`src/rtl/sseg_pkg.sv`:
```
// Shared definitions for the seven-segment controller: register map, CTRL layout
// and the hex-to-segment decoder.
package sseg_pkg;

    localparam logic [4:0] ADDR_DATA_LO = 5'd0;
    localparam logic [4:0] ADDR_DATA_HI = 5'd1;
    localparam logic [4:0] ADDR_DP      = 5'd2;
    localparam logic [4:0] ADDR_BLANK   = 5'd3;
    localparam logic [4:0] ADDR_BLINK   = 5'd4;
    localparam logic [4:0] ADDR_CTRL    = 5'd5;
    localparam logic [4:0] ADDR_STATUS  = 5'd6;

    localparam int         CTRL_EN_BIT  = 8;
    localparam int         CTRL_DUTY_W  = 8;
    localparam logic [8:0] CTRL_RESET   = 9'h1FF;

    // Digit index is sized for the largest supported display (16 digits).
    localparam int         IDX_W        = 4;

    // Active-low segments, bit order g..a.
    function automatic logic [6:0] seg7(input logic [3:0] nib);
        logic [6:0] seg;
        case (nib)
            4'h0: seg = 7'h40;
            4'h1: seg = 7'h79;
            4'h2: seg = 7'h24;
            4'h3: seg = 7'h30;
            4'h4: seg = 7'h19;
            4'h5: seg = 7'h12;
            4'h6: seg = 7'h02;
            4'h7: seg = 7'h78;
            4'h8: seg = 7'h00;
            4'h9: seg = 7'h10;
            4'hA: seg = 7'h08;
            4'hB: seg = 7'h03;
            4'hC: seg = 7'h46;
            4'hD: seg = 7'h21;
            4'hE: seg = 7'h06;
            default: seg = 7'h0E;
        endcase
        return seg;
    endfunction

endpackage

```
`src/rtl/sseg_scan.sv`:
```
// Digit scan engine: slot and blink counters, current digit index, PWM compare
// and the registered anode/segment drivers.
module sseg_scan
    import sseg_pkg::*;
#(
    parameter int N_DIGITS = 8,
    parameter int SCAN_W   = 18,
    parameter int BLINK_W  = 26
)(
    input  logic                clk_i,
    input  logic                rst_i,
    input  logic [7:0]          duty_i,
    input  logic                enable_i,
    input  logic [3:0]          nibble_i,
    input  logic                dp_i,
    input  logic                blank_i,
    input  logic                blink_i,
    output logic [IDX_W-1:0]    idx_o,
    output logic                phase_o,
    output logic [N_DIGITS-1:0] an_o,
    output logic [7:0]          sseg_o
);

    logic [SCAN_W-1:0]   slot_q;
    logic [BLINK_W-1:0]  blink_q;
    logic [IDX_W-1:0]    idx_q, idx_d;
    logic [N_DIGITS-1:0] an_q, an_d;
    logic [7:0]          sseg_q, sseg_d;
    logic [7:0]          pwm_top;
    logic [15:0]         onehot;
    logic                pwm_on, lit;

    // The slot counter's top byte is the PWM ramp, so brightness resolution is
    // independent of SCAN_W.
    assign pwm_top = slot_q[SCAN_W-1 -: 8];
    assign pwm_on  = (duty_i == 8'hFF) || (pwm_top < duty_i);
    assign phase_o = blink_q[BLINK_W-1];
    assign lit     = enable_i & pwm_on & ~blank_i & ~(blink_i & phase_o);
    assign onehot  = 16'd1 << idx_q;

    always_comb begin
        idx_d = idx_q;
        if (&slot_q) begin
            idx_d = (idx_q == IDX_W'(N_DIGITS - 1)) ? '0 : idx_q + IDX_W'(1);
        end
        an_d   = '1;
        sseg_d = 8'hFF;
        if (lit) begin
            an_d   = ~onehot[N_DIGITS-1:0];
            sseg_d = {~dp_i, seg7(nibble_i)};
        end
    end

    always_ff @(posedge clk_i or posedge rst_i) begin
        if (rst_i) begin
            slot_q  <= '0;
            blink_q <= '0;
            idx_q   <= '0;
            an_q    <= '1;
            sseg_q  <= 8'hFF;
        end else begin
            slot_q  <= slot_q + SCAN_W'(1);
            blink_q <= blink_q + BLINK_W'(1);
            idx_q   <= idx_d;
            an_q    <= an_d;
            sseg_q  <= sseg_d;
        end
    end

    assign idx_o  = idx_q;
    assign an_o   = an_q;
    assign sseg_o = sseg_q;

endmodule

```
`src/rtl/sseg_ctrl_mmio.sv`:
```
// MMIO seven-segment display controller: register file, read mux and per-digit
// selection of data/mask bits feeding the scan engine.
module sseg_ctrl_mmio
    import sseg_pkg::*;
#(
    parameter int N_DIGITS = 8,
    parameter int SCAN_W   = 18,
    parameter int BLINK_W  = 26
)(
    input  logic                clk,
    input  logic                reset,
    input  logic                cs,
    input  logic                read,
    input  logic                write,
    input  logic [4:0]          addr,
    input  logic [31:0]         wr_data,
    output logic [31:0]         rd_data,
    output logic [N_DIGITS-1:0] an,
    output logic [7:0]          sseg
);

    logic [31:0]         data_lo_q, data_hi_q;
    logic [N_DIGITS-1:0] dp_q, blank_q, blink_q;
    logic [8:0]          ctrl_q;
    logic [IDX_W-1:0]    idx;
    logic                phase;
    logic [63:0]         digits;
    logic [15:0]         dp_w, blank_w, blink_w;
    logic [3:0]          nibble;
    logic                wr_en;
    logic                unused_read;

    // Reads have no side effects, so the strobe carries no information here.
    assign unused_read = read;
    assign wr_en       = cs & write;

    always_ff @(posedge clk or posedge reset) begin
        if (reset) begin
            data_lo_q <= '0;
            data_hi_q <= '0;
            dp_q      <= '0;
            blank_q   <= '0;
            blink_q   <= '0;
            ctrl_q    <= CTRL_RESET;
        end else if (wr_en) begin
            case (addr)
                ADDR_DATA_LO: data_lo_q <= wr_data;
                ADDR_DATA_HI: if (N_DIGITS > 8) data_hi_q <= wr_data;
                ADDR_DP:      dp_q      <= wr_data[N_DIGITS-1:0];
                ADDR_BLANK:   blank_q   <= wr_data[N_DIGITS-1:0];
                ADDR_BLINK:   blink_q   <= wr_data[N_DIGITS-1:0];
                ADDR_CTRL:    ctrl_q    <= wr_data[8:0];
                default: ;
            endcase
        end
    end

    // Widen masks to 16 bits so the 4-bit digit index selects without range issues.
    assign digits  = {data_hi_q, data_lo_q};
    assign dp_w    = 16'(dp_q);
    assign blank_w = 16'(blank_q);
    assign blink_w = 16'(blink_q);
    assign nibble  = digits[{idx, 2'b00} +: 4];

    always_comb begin
        rd_data = '0;
        case (addr)
            ADDR_DATA_LO: rd_data = data_lo_q;
            ADDR_DATA_HI: rd_data = data_hi_q;
            ADDR_DP:      rd_data = 32'(dp_q);
            ADDR_BLANK:   rd_data = 32'(blank_q);
            ADDR_BLINK:   rd_data = 32'(blink_q);
            ADDR_CTRL:    rd_data = 32'(ctrl_q);
            ADDR_STATUS:  rd_data = {27'd0, phase, idx};
            default: ;
        endcase
    end

    sseg_scan #(
        .N_DIGITS(N_DIGITS),
        .SCAN_W  (SCAN_W),
        .BLINK_W (BLINK_W)
    ) u_scan (
        .clk_i   (clk),
        .rst_i   (reset),
        .duty_i  (ctrl_q[CTRL_DUTY_W-1:0]),
        .enable_i(ctrl_q[CTRL_EN_BIT]),
        .nibble_i(nibble),
        .dp_i    (dp_w[idx]),
        .blank_i (blank_w[idx]),
        .blink_i (blink_w[idx]),
        .idx_o   (idx),
        .phase_o (phase),
        .an_o    (an),
        .sseg_o  (sseg)
    );

endmodule

```
`config.mk`:
```
export PLATFORM = sky130hd
export DESIGN_NAME = sseg_ctrl_mmio
export DESIGN_NICKNAME = d
export VERILOG_FILES = /design/src/rtl/sseg_pkg.sv /design/src/rtl/sseg_scan.sv /design/src/rtl/sseg_ctrl_mmio.sv
export SDC_FILE = /design/constraint.sdc
export NUM_CORES = 1
export LEC_CHECK = 0
export BUFFER_PORTS_ARGS = -buffer_cell sky130_fd_sc_hd__buf_2
export CORE_ASPECT_RATIO = 0.8
export CORE_MARGIN = 2
export CORE_UTILIZATION = 35
export DETAILED_ROUTE_END_ITERATION = 8
export GPL_TIMING_DRIVEN = 0
export REMOVE_ABC_BUFFERS = 1
export SLEW_MARGIN = 20
export SYNTH_ARGS = -nofsm -noshare
export SYNTH_HDL_FRONTEND = slang
export SYNTH_HIERARCHICAL = 1
export SYNTH_SLANG_ARGS = --single-unit
export TNS_END_PERCENT = 30
```
`constraint.sdc`:
```
create_clock -name clk -period 2.8 [get_ports clk]
set_input_delay 0.28 -clock clk [delete_from_list [all_inputs] [get_ports clk]]
set_output_delay 0.28 -clock clk [all_outputs]
set_load 0.02 [all_outputs]
```
Word-level counts from Yosys, hierarchy flattened
Memory sizes are Yosys's and may differ from the RTL's. Cells that the tools add are included.

Bits in registers: 129. ROM bits: 112. Input bits: 42. Memories kept: 1.

Memory list: (no name shown) (depth 16, width 7, rd ports 1, clocked after memory_dff 0, wr ports 0, line sseg_pkg.sv:23) `case (nib)`.

Add/subtract/negate cells: 3. Order comparisons: 2. Eq/ne operators: 8. Shift operators: 2. Multiplexer cells: 10. Bitwise logic cells: 9. Reductions and logical operators: 8.

Operator list (number): $pmux W32 S7 (1); $shiftx A64 B7 Y4 (1); $add A26 B1 Y26 const B (1); $add A18 B1 Y18 const B (1); $reduce_and A18 Y1 (1); $mux W8 (2); $eq A5 B3 Y1 const B (3); $bmux W1 S4 (3); $eq A5 B2 Y1 const B (2); $reduce_and A2 Y1 (5); $eq A8 B8 Y1 const B (1); $lt A8 B8 Y1 (1); $not A8 Y8 (1); $shl A1 B4 Y8 const A (1); $and A1 B1 Y1 (5); $eq A5 B1 Y1 const B (1); $logic_not A5 Y1 (1); $lt A4 B5 Y1 const B (1); $add A4 B1 Y4 const B (1); $eq A4 B3 Y1 const B (1); $mux W4 (1); $mux W1 (3); $not A1 Y1 (3); $logic_or A1 B1 Y1 (1).

Logic depth before layout (Yosys ltp)
Gate-level depths: netlist of the first run.

Depth after elaboration: 6. Mapped depth: 11. Gate-level depth less buffers: 9.

Cells and area by module
The synthesis of the first run kept the hierarchy.

By module, submodules not included: sseg_ctrl_mmio (instances 1, cells an instance 277, area each 3529.6 um2); sseg_scan (instances 1, cells an instance 280, area each 3090.5 um2).

Least setup slack after synthesis of the first run
Ideal clock, no wire load.

Kind: register -> register. Start point: reg u_scan.idx_q[0] (netlist: u_scan/idx_o[0]). End point: reg u_scan.sseg_q[3] (netlist: u_scan/sseg_o[3]). Setup time: 0.081 ns. Arrival: 2.536 ns. Data required time: 2.719 ns. Setup slack: 0.183 ns. Cell stages (with the launch flop): 12. Path buffers: 2. Cells stage by stage: dfrtp_1 -> buf_2 -> buf_2 -> mux2i_1 -> a221o_1 -> a21oi_1 -> inv_1 -> ha_1 -> inv_1 -> mux4_2 -> inv_1 -> nand2_1.

Elaborated cells on any way between the ends: 12. Classes of those cells: shift: 1; mux: 5; bitwise: 5; memory: 1.

RTL lines: start, declared (line sseg_scan.sv:26) `logic [IDX_W-1:0] idx_q, idx_d;`; start signal, assigned (line sseg_scan.sv:64) `idx_q <= idx_d;`; $shiftx A64 B7 Y4 (line sseg_ctrl_mmio.sv:63) `assign nibble = digits[{idx, 2'b00} +: 4];`; via nibble[0] (line sseg_ctrl_mmio.sv:29) `logic [3:0] nibble;`; $mem_v2 Z16 W7; $mux W8 (line sseg_scan.sv:48) `if (lit) begin`; via u_scan.sseg_d[3] (line sseg_scan.sv:28) `logic [7:0] sseg_q, sseg_d;`; end signal, assigned (line sseg_scan.sv:66) `sseg_q <= sseg_d;`; end, declared (line sseg_scan.sv:28).

The timed path passes the listed nets, and every way through them passes these cells. The select of a mux whose other input is x is not followed. A chain may end at the register's enable or synchronous reset.

Worst setup path after layout of the first run
Start point: reg u_scan.idx_q[2] (netlist: u_scan/idx_o[2]). End point: reg u_scan.sseg_q[3] (netlist: u_scan/sseg_o[3]).

Same word-level chain as after synthesis.

==> results of run 1 <==
-- power groups by stage --
stage | Combinational, uW | Clock (uW) | Sequential (uW)
floorplan | 354 | 0 | 2150
global placement | 515 | 0 | 2170
detailed placement | 546 | 0 | 2180
CTS | 551 | 2460 | 2150
global route | 612 | 2540 | 2170
finish | 550 | 2400 | 2150
-- synth_stat cells, drive strengths merged, types with 16 or more instances --
cell type    n  area [um^2]
dfrtp      104         2603
and3        29        183.9
dfstp       25        656.9
nand4       16        115.1
inv         30        112.6
nand3       16        80.08
mux2i       32        320.3
xnor2       28        245.2
mux2        66        743.2
nand2       35        131.4
ha          21        262.8
nor2        24        90.09
-- metrics by stage --
stage | hold slack, ps | instances
floorplan | 411.9 | 534
global placement | 428.2 | 875
detailed placement | 238.3 | 880
CTS | 68.91 | 913
global route | 81.19 | 913
finish | 89.66 | 914
-- how the worst min path moves through the flow --
stage | startpoint | endpoint | slack (ps) | depth (start not counted)
2_1_floorplan | wr_data[24] | data_lo_q[24] | 410 | 1
3_3_place_gp | u_scan/blink_q[0] | u_scan/blink_q[0] | 430 | 1
3_5_place_dp | reset | u_scan/blink_q[14] | 240 | 2
4_1_cts | wr_data[24] | data_lo_q[24] | 70 | 2
5_1_grt | wr_data[24] | data_lo_q[24] | 80 | 2
6_report | wr_data[24] | data_lo_q[24] | 90 | 2
-- timing repair --
action                                  4_1_cts  5_1_grt
endpoints found under the setup margin        6        4
hold buffers                                  1        0
endpoints found under the hold margin        39        0
resized for setup                             3        3
-- registers in the layout, summed over array words and instances (netlist names) --
signal and count:
u_scan/an_o 8, blink_q 8, data_lo_q 32, ctrl_q 9, u_scan/blink_q 26, dp_q 8
u_scan/idx_o 4, u_scan/sseg_o 8, u_scan/slot_q 18, blank_q 8
-- final cells by class --
class	count	area share
Antenna cell	1	0.0003103
Clock buffer	21	0.05833
Clock inverter	11	0.02172
Inverter	30	0.01458
Multi-Input combinational cell	375	0.3936
Sequential cell	129	0.4046
Tap cell	253	0.03925
Timing Repair Buffer	94	0.06764
-- routing by layer --
metal	share of wire	track usage	routed length, um	vias to the layer above
met3	0.040	0.03731	636	16
met2	0.46	0.2568	7201	111
met5	0	0	0	-
li1	-	-	-	2181
met1	0.49	0.2330	7737	2349
met4	0.014	0.04652	220	0
-- logic make-up after synthesis --
kind of cell	share of synthesized area
multiplexers	0.1879
XOR/XNOR	0.05292
AND/OR/NAND/NOR	0.1361
AO/OA/AOI/OAI	0.05878
flip-flops	0.4923
buffers and inverters	0.03232
adder cells (fa/ha/maj)	0.03969
==> results.cfg, run 1 <==
[logic_synthesis]
netlist_area_um2 = 6620
ys.flop_type = dfrtp_1
synth_seq_cells = 129
synthArstFlopShare = 1.000
synth_edf_count = 0
synthCells = 557
avgSynthCellArea_um2 = 11.89
ys_seq_area_frac = 0.4923
yosysWarningCount = 70
ys_types = 52

[setup_path]
cp_data_arrival_time_ps = 2910
reg2reg_depth = 9
path_class = reg2reg
crit_buf_inv = 3
cp-endpoint = u_scan/sseg_o[3]
crit_start = u_scan/idx_o[2]
cp-end-kind = flip-flop
setup.worst_path.start_class = flip-flop
worstSetupPathDepth = 9
critPathTopFamily = compound AO/OA/AOI/OAI gates
path_cells = nor2_1, a221o_1, a21oi_2, inv_1, ha_1, inv_1, mux4_2, inv_1, nand2_1
r2r_slack_ps = 230
crit_required_ps = 3140
crit_top_cell = inv_1
r2r_start = u_scan/idx_o[2]
cpPeakStageDelay_ps = 600
r2r_end = u_scan/sseg_o[3]
crit_slowest_cell = dfrtp_2
cp_max_fo = 16

[global_route]
track_usage = 0.1654
grt_pass1_vias = 4769
grt_start_max_net_pins = 53
grt_overflow_total = 0
grt_pass1_wl_mm = 25.64
antenna_found_initial = 0

[placement]
finalWeightedCongestion = 0.8220
detailedPlace.worstSlack_ps = -227.0
hpwl_mm = 11.50
port_buffers = 88
place_area_um2 = 7385

[cells_and_area]
multi_input_area_um2 = 3174
regArea_um2 = 3263
final_area_um2 = 8065
utilization = 0.4399
final_common_cell = dfrtp_1
layout-drive-gt1-share = 0.3712
area.growth.synth_to_final_pct = 21.83
final_cell_mix = dfrtp_1, buf_2, mux2_2
num-fill-cells = 1734
fin_nets = 710

[power]
vdd_drop_max_v = 0.0003723
power_uw = 5100
seqPwrFrac = 0.421
power_density_nw_per_um2 = 632.3
switchingPower_uw = 1241
switching_share = 0.2434
intPower_uw = 3859
clockPowerShare = 0.471
pwr-share-comb = 0.108
p_leak_uw = 0.003776

[clock_network]
clockBufferDepth = 2
cts.sinks = 129
clockRootBuffer = clkbuf_16
cts_tree = done
htreeDepth = 4
cts_buffers = 17
path_clk_slew_ps = 60
clk_latency_ps = 420
cts_setup_buffers = 0

[sta]
max_slew.worst_pin.slew_ps = 903.6
hold_viol = 0
min_period_over_period = 0.9187
fin_setup_tns_ps = 0
fmax_mhz = 388.7
fin_crit_ps = 2572
rsz0062_at_grt = false
fin_ws_ps = 227.6
fin_worst_skew_ps = 9.415
slew_headroom = 0.3930
slew_violations = 0
setup_violations = 0

[floorplan]
num_io_pins = 90
die_h_um = 127.0
core.rowCount = 44
core_area_um2 = 18330
dieArea_um2 = 20040
die-width_um = 157.8
initial_core_util = 0.3611

[detailed_routing]
drc_errors = 0
routed_wl_mm = 15.80
drt_iter0_markers = 300
first_pass_iters = 6
wl_per_cell_um = 17.28
postRouteAntennaNets = 0
route.vias.total = 4657
viasPerCell = 5.095

[job]
drv_cap = 0

[worst_hold_path]
hold_path_class = in2reg

[run_status]
status = complete, no violations
Note: power is estimated with default switching activity, not from simulation.
==> inputs of run 2 (changes only) <==
--- a/config.mk
+++ b/config.mk
@@ -11,7 +11,7 @@
 export CORE_UTILIZATION = 35
 export DETAILED_ROUTE_END_ITERATION = 8
 export GPL_TIMING_DRIVEN = 0
-export REMOVE_ABC_BUFFERS = 1
+export RECOVER_POWER = 25
 export SLEW_MARGIN = 20
 export SYNTH_ARGS = -nofsm -noshare
 export SYNTH_HDL_FRONTEND = slang
==> constraint.sdc (replaced) <==
create_clock -name clk -period 2.1 [get_ports clk]
set_input_delay 0.21 -clock clk [delete_from_list [all_inputs] [get_ports clk]]
set_output_delay 0.21 -clock clk [all_outputs]
set_load 0.02 [all_outputs]
==> run 2 against run 1 <==
  * The flow now finishes with violations (capacitance limit, slew limit, setup timing)
  * Routed wire length rose by 4.9%
  * Largest power group unchanged
  * Combinational power up 52%
  * Count of clock-buffer cells in the layout shrank 2
==> results.cfg, run 2 (synthesis results as in run 1) <==
[sta]
fin_worst_skew_ps = 11.23
fmax_mhz = 436.0
rsz0062_at_grt = true
min_period_over_period = 1.092
timing.hold.ws_ps = 15.69
slew_headroom = -0.02022
fin_ws_ps = -193.4
setup_violations = 14
fin_crit_ps = 2293
slew_violations = 65
max_slew.worst_pin.slew_ps = 1530
hold_viol = 0

[setup_path]
r2r_end = u_scan/sseg_o[3]
path_class = reg2reg
crit_required_ps = 2450
path_cells = buf_12, mux2i_2, a221o_1, a21oi_4, inv_2, ha_4, inv_2, mux4_2, inv_2, nand2_1
cp_data_arrival_time_ps = 2650
r2r_start = u_scan/idx_o[0]
critPathTopFamily = multiplexers
crit_slowest_cell = dfrtp_2
crit_start = u_scan/idx_o[0]
cpPeakStageDelay_ps = 460
r2r_slack_ps = -190
worstSetupPathDepth = 10
setup.worst_path.start_class = flip-flop
crit_top_cell = inv_2
reg2reg_depth = 10
crit_buf_inv = 4
cp_max_fo = 6
cp-endpoint = u_scan/sseg_o[3]
cp-end-kind = flip-flop

[clock_network]
cts_buffers = 17
clockRootBuffer = clkbuf_16
path_clk_slew_ps = 60
clk_latency_ps = 430
htreeDepth = 4
cts_tree = done
cts.sinks = 129
clockBufferDepth = 2

[worst_hold_path]
hold_path_class = in2reg

[global_route]
grt_start_max_net_pins = 65
grt_overflow_total = 0
track_usage = 0.1737
grt_pass1_vias = 5074
grt_pass1_wl_mm = 26.79
antenna_found_initial = 1

[detailed_routing]
route.vias.total = 4896
drc_errors = 0
wl_met1_mm = 7.824
drt_iter0_markers = 289
first_pass_iters = 4
top_layer_used = met4
route.met2.wl_mm = 7.505
routed_wl_mm = 16.56
postRouteAntennaNets = 0
wl_per_cell_um = 17.34
wl_met3_mm = 1.008
viasPerCell = 5.127

[floorplan]
core.rowCount = 44
num_io_pins = 90
dieArea_um2 = 20040
die-width_um = 157.8
core_area_um2 = 18330
initial_core_util = 0.3611
die_h_um = 127.0

[placement]
finalWeightedCongestion = 0.8736
port_buffers = 87
hpwl_mm = 11.89

[cells_and_area]
reg.largest.list = data_lo_q (32), u_scan/blink_q (26), u_scan/slot_q (18)
area.growth.synth_to_final_pct = 27.35
layout-drive-gt1-share = 0.4208
fin_nets = 751
final_cell_mix = dfrtp_1, buf_2, mux2_2
largest-register = data_lo_q
final_common_cell = dfrtp_1
largest_register_ff_count = 32
utilization = 0.4599
num-fill-cells = 1702

[logic_synthesis]
synth_nets = 620

[power]
vdd_drop_max_v = 0.0004262
p_leak_uw = 0.003949
power_density_nw_per_um2 = 815.1

[run_status]
status = finished with violations
violations = capacitance limit, slew limit, setup timing

[job]
drv_cap = 1
==> run 2: cell types whose count changed in the layout (fill, tap and decap cells not counted), sizes merged <==
cell         previous run  this run
clkbuf                 21        31
dlygate4sd3             1         3
inv                    33        29
clkinvlp                2         5
buf                    93       120
clkinv                  2         5
==> run 2: per-stage QoR <==
step	worst slack [ps]	power (uW)	area [um^2]	instances	TNS (ps)
floorplan	-266.9	3377	6680	557	-840.6
global placement	-568.4	3613	7432	897	-48630
finish	-193.4	6872	8431	955	-1015
global route	-250.4	7175	8428	954	-7605
detailed placement	-680.8	3665	7492	899	-6095
CTS	-178.8	6924	8416	953	-483.9
==> run 2: cell type report <==
cell class                 count  area, um^2  share of cell area
antenna                        1       2.502           0.0002968
buffer                        21       163.9             0.01944
clock buffer                  19       452.9             0.05373
clock inverter                13       183.9             0.02182
inverter                      30       115.1             0.01365
multi-input combinational    375        3253              0.3859
sequential                   129        3262              0.3869
tap                          253       316.6             0.03755
timing repair buffer         114       680.7             0.08074
==> run 2: worst reg2reg max path, delay by kind of cell, from the launching register on <==
family	cells	cell delay, ps
multiplexers	2	600
AO/OA/AOI/OAI	2	520
flip-flops	1	460
buffers and inverters	4	330
adder cells (fa/ha/maj)	1	270
AND/OR/NAND/NOR	1	50
==> run 2: per-layer routing <==
| layer | global-route usage | vias to the layer above |
|---|---|---|
| met5 | 0 | - |
| met4 | 0.05187 | 0 |
| met3 | 0.05292 | 16 |
| met2 | 0.2616 | 110 |
| met1 | 0.2410 | 2504 |
| li1 | - | 2266 |
==> run 2: what timing repair did <==
item	in CTS	in global routing
hold endpoints to repair	71	0
pin swaps	10	6
resized for setup	36	14
buffers inserted	20	1
setup endpoints to repair	23	20
hold buffers	3	0
cloned	1	0
==> run 2: worst min path at each step <==
stage | start | endpoint | slack, ps | cells past startpoint
floorplan | wr_data[24] | data_lo_q[24] | 340 | 1
global placement | wr_data[24] | data_lo_q[24] | 420 | 2
detailed placement | reset | data_lo_q[15] | 160 | 2
CTS | wr_data[18] | data_lo_q[18] | 1 | 2
global route | wr_data[9] | data_lo_q[9] | 0.2 | 2
finish | wr_data[18] | data_lo_q[18] | 20 | 2
==> run 2: power breakdown <==
group / total (uW) / leakage, uW / internal [uW] / switching, uW
Sequential: 2870 / 0.00164 / 2710 / 165
Clock: 3160 / 0.000305 / 2050 / 1110
Combinational: 836 / 0.00200 / 403 / 434
